$ cat src/rtl/encoder_16x4_pkg.sv
// ---------------------------------------------------------------------------
// encoder_16x4_pkg
// Shared constants for the registered 16-to-4 priority encoder.
//   IN_W    : width of the request vector
//   IDX_W   : width of the encoded index
//   RST_OUT : value the index register takes in reset
//   RST_EO  : value the empty flag takes in reset (reads as "no request")
// ---------------------------------------------------------------------------
package encoder_16x4_pkg;

    localparam int              IN_W    = 16;
    localparam int              IDX_W   = 4;
    localparam logic [IDX_W-1:0] RST_OUT = 4'd0;
    localparam logic            RST_EO  = 1'b1;

endpackage : encoder_16x4_pkg

$ cat src/rtl/encoder_16x4_priority_enc8.sv
// ---------------------------------------------------------------------------
// priority_enc8
// Combinational 8-to-3 priority encoder; the highest-numbered set bit wins.
// Ports:
//   req_i [7:0] : request byte
//   idx_o [2:0] : index of the highest set bit (0 when nothing is set)
//   any_o       : OR of all request bits
// ---------------------------------------------------------------------------
module priority_enc8 (
    input  logic [7:0] req_i,
    output logic [2:0] idx_o,
    output logic       any_o
);

    // Walking upwards lets every later (higher) set bit overwrite the
    // earlier one, so the last write is the highest-priority request.
    always_comb begin
        idx_o = 3'd0;
        for (int i = 0; i < 8; i++) begin
            if (req_i[i]) begin
                idx_o = 3'(i);
            end
        end
    end

    assign any_o = |req_i;

endmodule : priority_enc8

$ cat src/rtl/encoder_16x4.sv
// ---------------------------------------------------------------------------
// encoder_16x4
// Registered 16-to-4 priority encoder. Reports the index of the highest set
// bit of the request vector one clock later, and flags the all-zero case.
// Ports:
//   in    [15:0] : request vector; bit i requests index i
//   out   [3:0]  : registered index of the highest set bit (valid when eo=0)
//   eo           : registered empty flag, 1 when the sampled vector was zero
//   clk          : rising-edge clock
//   rst_n        : synchronous active-low reset
// ---------------------------------------------------------------------------
module encoder_16x4
    import encoder_16x4_pkg::*;
(
    input  logic [IN_W-1:0]  in,
    output logic [IDX_W-1:0] out,
    output logic             eo,
    input  logic             clk,
    input  logic             rst_n
);

    logic [2:0]       idxHi;
    logic [2:0]       idxLo;
    logic             anyHi;
    logic             anyLo;
    logic [IDX_W-1:0] out_d;
    logic             eo_d;
    logic [IDX_W-1:0] out_q;
    logic             eo_q;

    priority_enc8 u_encHi (
        .req_i (in[15:8]),
        .idx_o (idxHi),
        .any_o (anyHi)
    );

    priority_enc8 u_encLo (
        .req_i (in[7:0]),
        .idx_o (idxLo),
        .any_o (anyLo)
    );

    // Any request in the high byte outranks the whole low byte, so the high
    // byte's presence becomes the MSB and selects which byte's index is used.
    // With no request at all the low encoder yields 0, giving out = 0.
    always_comb begin
        out_d = {anyHi, (anyHi ? idxHi : idxLo)};
        eo_d  = ~(anyHi | anyLo);
    end

    // Output stage; reset wins over a fresh encode on the same edge.
    always_ff @(posedge clk) begin
        if (!rst_n) begin
            out_q <= RST_OUT;
            eo_q  <= RST_EO;
        end else begin
            out_q <= out_d;
            eo_q  <= eo_d;
        end
    end

    assign out = out_q;
    assign eo  = eo_q;

endmodule : encoder_16x4

$ cat config.mk
export PLATFORM = sky130hd
export DESIGN_NAME = encoder_16x4
export DESIGN_NICKNAME = d
export VERILOG_FILES = /design/src/rtl/encoder_16x4_pkg.sv /design/src/rtl/encoder_16x4_priority_enc8.sv /design/src/rtl/encoder_16x4.sv
export SDC_FILE = /design/constraint.sdc
export NUM_CORES = 1
export LEC_CHECK = 0
export BUFFER_PORTS_ARGS = -buffer_cell sky130_fd_sc_hd__buf_2
export CAP_MARGIN = 0
export CORE_AREA = 4 4 41 43
export DETAILED_ROUTE_END_ITERATION = 16
export DIE_AREA = 0 0 45 47
export SYNTH_ARGS = -nofsm -noshare
export SYNTH_HDL_FRONTEND = slang
export SYNTH_SLANG_ARGS = --single-unit
export TNS_END_PERCENT = 20
$ cat constraint.sdc
create_clock -name clk -period 1.2 [get_ports clk]
set_input_delay 0.24 -clock clk [delete_from_list [all_inputs] [get_ports clk]]
set_output_delay 0.24 -clock clk [all_outputs]
set_load 0.02 [all_outputs]
==> reports/results.tsv <==
metric	value	unit
status	completed	
period_needed	0.971	ns
crit_family	simple AND/OR/NAND/NOR gates	
synth_compound_area_share	26.1	%
grt_max_degree	6	
dp.final_hpwl	719	um
ys_ff_latch	5	
clkTransAtPathRegs	0.04	ns
drc	0	
place_area	424	um^2
grt_first_pass_wirelength	1.37	mm
synth-simple-area-share	36.5	%
syn_area	288	um^2
cts-root-buf	clkbuf_4	
ir_drop	0.000271	V
timing.critical_path.slowest_stage_cell	nor4_4	
dieArea	2120	um^2
area_growth	56.5	%
final-hold-violation-count	0	
routed_wl	791	um
cts_setup_buffers	0	
path_class	input pin to flip-flop	
synth.top_cells.by_count	5 x dfxtp_1, 4 x nor2_1, 3 x a21oi_1, 3 x o21ai_0	
tightest_slew	0.279	ns
hold_path.class	input pin to flip-flop	
p_leak	0.204	nW
dp_slack	-0.0256	ns
synth_top_cell_area_share	34.8	%
nFillCells	157	
gp_congestion	0.710	
startpoint	in[11]	
postRouteAntennaNets	0	
drive_gt1_share	50.8	%
dpl.cell_count	70	
yosysWarningCount	0	
max_stage_delay	0.31	ns
antennaDiodeCount	0	
io_buffers	22	
hold_buffers	0	
design_area	450	um^2
cts_tree	yes	
slew_violations	0	
setup_viol	0	
startpoint_type	input pin	
crit_chain	buf_2 -> nor4_4 -> nand2_2 -> o311a_1	
muxShareOfSynthArea	0	%
wl_per_cell	10.7	um
postSynthAreaPerCell	8.99	um^2
max_cap_violations	0	
layout.cells.non_filler	74	
antenna_found_initial	0	
yosys.area_share.adder	0	%
initial_utilization	22.1	%
cts_buffer_depth	2	
synth_flop_cell	dfxtp_1	
cp.arrival	1.09	ns
overflow	0	
rows	13	
final_nets	78	
power_density	1050	nW/um^2
crit_fanout	5	
synth_xor_area_share	0	%
total_power	0.473	mW
drt-initial-drc-count	4	
required	1.32	ns
first_pass_iters	2	
cp-end-kind	flip-flop	
crit_buf_inv	1	
ys_types	17	
syn_nets	50	
io_pins	23	
cts_resized	0	
synth_edf_count	0	
rsz0062_at_grt	false	
path_depth	4	
vias	340	
cts_sinks	5	
yosysTopAreaCell	dfxtp_1	
grt_pass1_vias	335	
cp-endpoint	out[0]	
fp.dieW	45	um
coreArea	1300	um^2
numCtsBuffers	3	
setup_slack	0.229	ns
htree_levels	1	
synth_top_family_by_area	simple AND/OR/NAND/NOR gates	
track_usage	9.08	%
synth_cells	32	
async_flop_share	0	%
yosysMostFrequentCell	dfxtp_1	
yosysSeqAreaShare	34.8	%
die_h	47	um
synthTopCellsByArea	dfxtp_1 35%, nor4_4 15%, a21oi_1 5.2%, o21ai_0 5.2%, nor2_1 5.2%	
viasPerCell	4.59	
fmax	1.03	GHz
period_share	80.9	%
holdWs	0.246	ns
relSlewSlack	81.2	%
logic make-up (layout without fill, tap and decap cells):
logic type             Yosys count  count (layout)
and+or+nand+nor                 14              14
AOI/OAI and AO/OA               11              11
DFF                              5               5
buffers and inverters            2              29
how the worst min path moves through the flow:
stage	slack [ns]	end	startpoint	cells past startpoint
3_3_place_gp	0.48	eo	rst_n	2
4_1_cts	0.24	eo	rst_n	2
6_report	0.25	eo	rst_n	2
5_1_grt	0.24	eo	rst_n	2
2_1_floorplan	0.32	eo	rst_n	1
3_5_place_dp	0.49	eo	rst_n	2
placed cells by master, fill, tap and decap left out, types with 2 or more instances in the layout:
master | synthesis | final
buf_2 | 0 | 22
dfxtp_1 | 5 | 5
clkbuf_4 | 0 | 3
a21oi_1 | 3 | 3
nor2b_1 | 2 | 2
inv_1 | 2 | 2
nor2_1 | 4 | 4
nand3_1 | 2 | 2
o21ai_0 | 3 | 3
nor4_4 | 2 | 2
per-stage QoR:
| step | util, % | setup TNS (ns) |
|---|---|---|
| after global placement | 32.6 | 0 |
| after CTS | 34.6 | 0 |
| after global routing | 34.6 | 0 |
| after detailed placement | 32.6 | -0.0432 |
| final | 34.6 | 0 |
| after floorplan | - | 0 |
power by group:
group | switching (mW) | total (mW) | leakage [nW] | internal, mW
registers | 0.00175 | 0.179 | 0.0421 | 0.177
logic | 0.0568 | 0.104 | 0.147 | 0.0471
clock network | 0.0650 | 0.190 | 0.0150 | 0.125
layout make-up:
cell class              count  area [um^2]  share of cell area [%]
multi-input cells          25          180                    40.0
repair buffers             23          118                    26.1
flip-flops and latches      5          100                    22.2
clock buffers               4         26.3                    5.83
well taps                  15         18.8                    4.17
inverters                   2         7.51                    1.67
flip-flops by register name, summed over array words and instances (netlist names):
signal	flops
eo	1
out	4
per-layer routing:
metal  track usage, %  up-vias  wire length (um)
met1             8.64      152               289
met2             15.5       13               408
met5                0        -                 0
met3             4.98        0                93
li1                 -      175                 -
met4             5.26        0                 0
No activity file was read; power rests on OpenSTA's default activity.
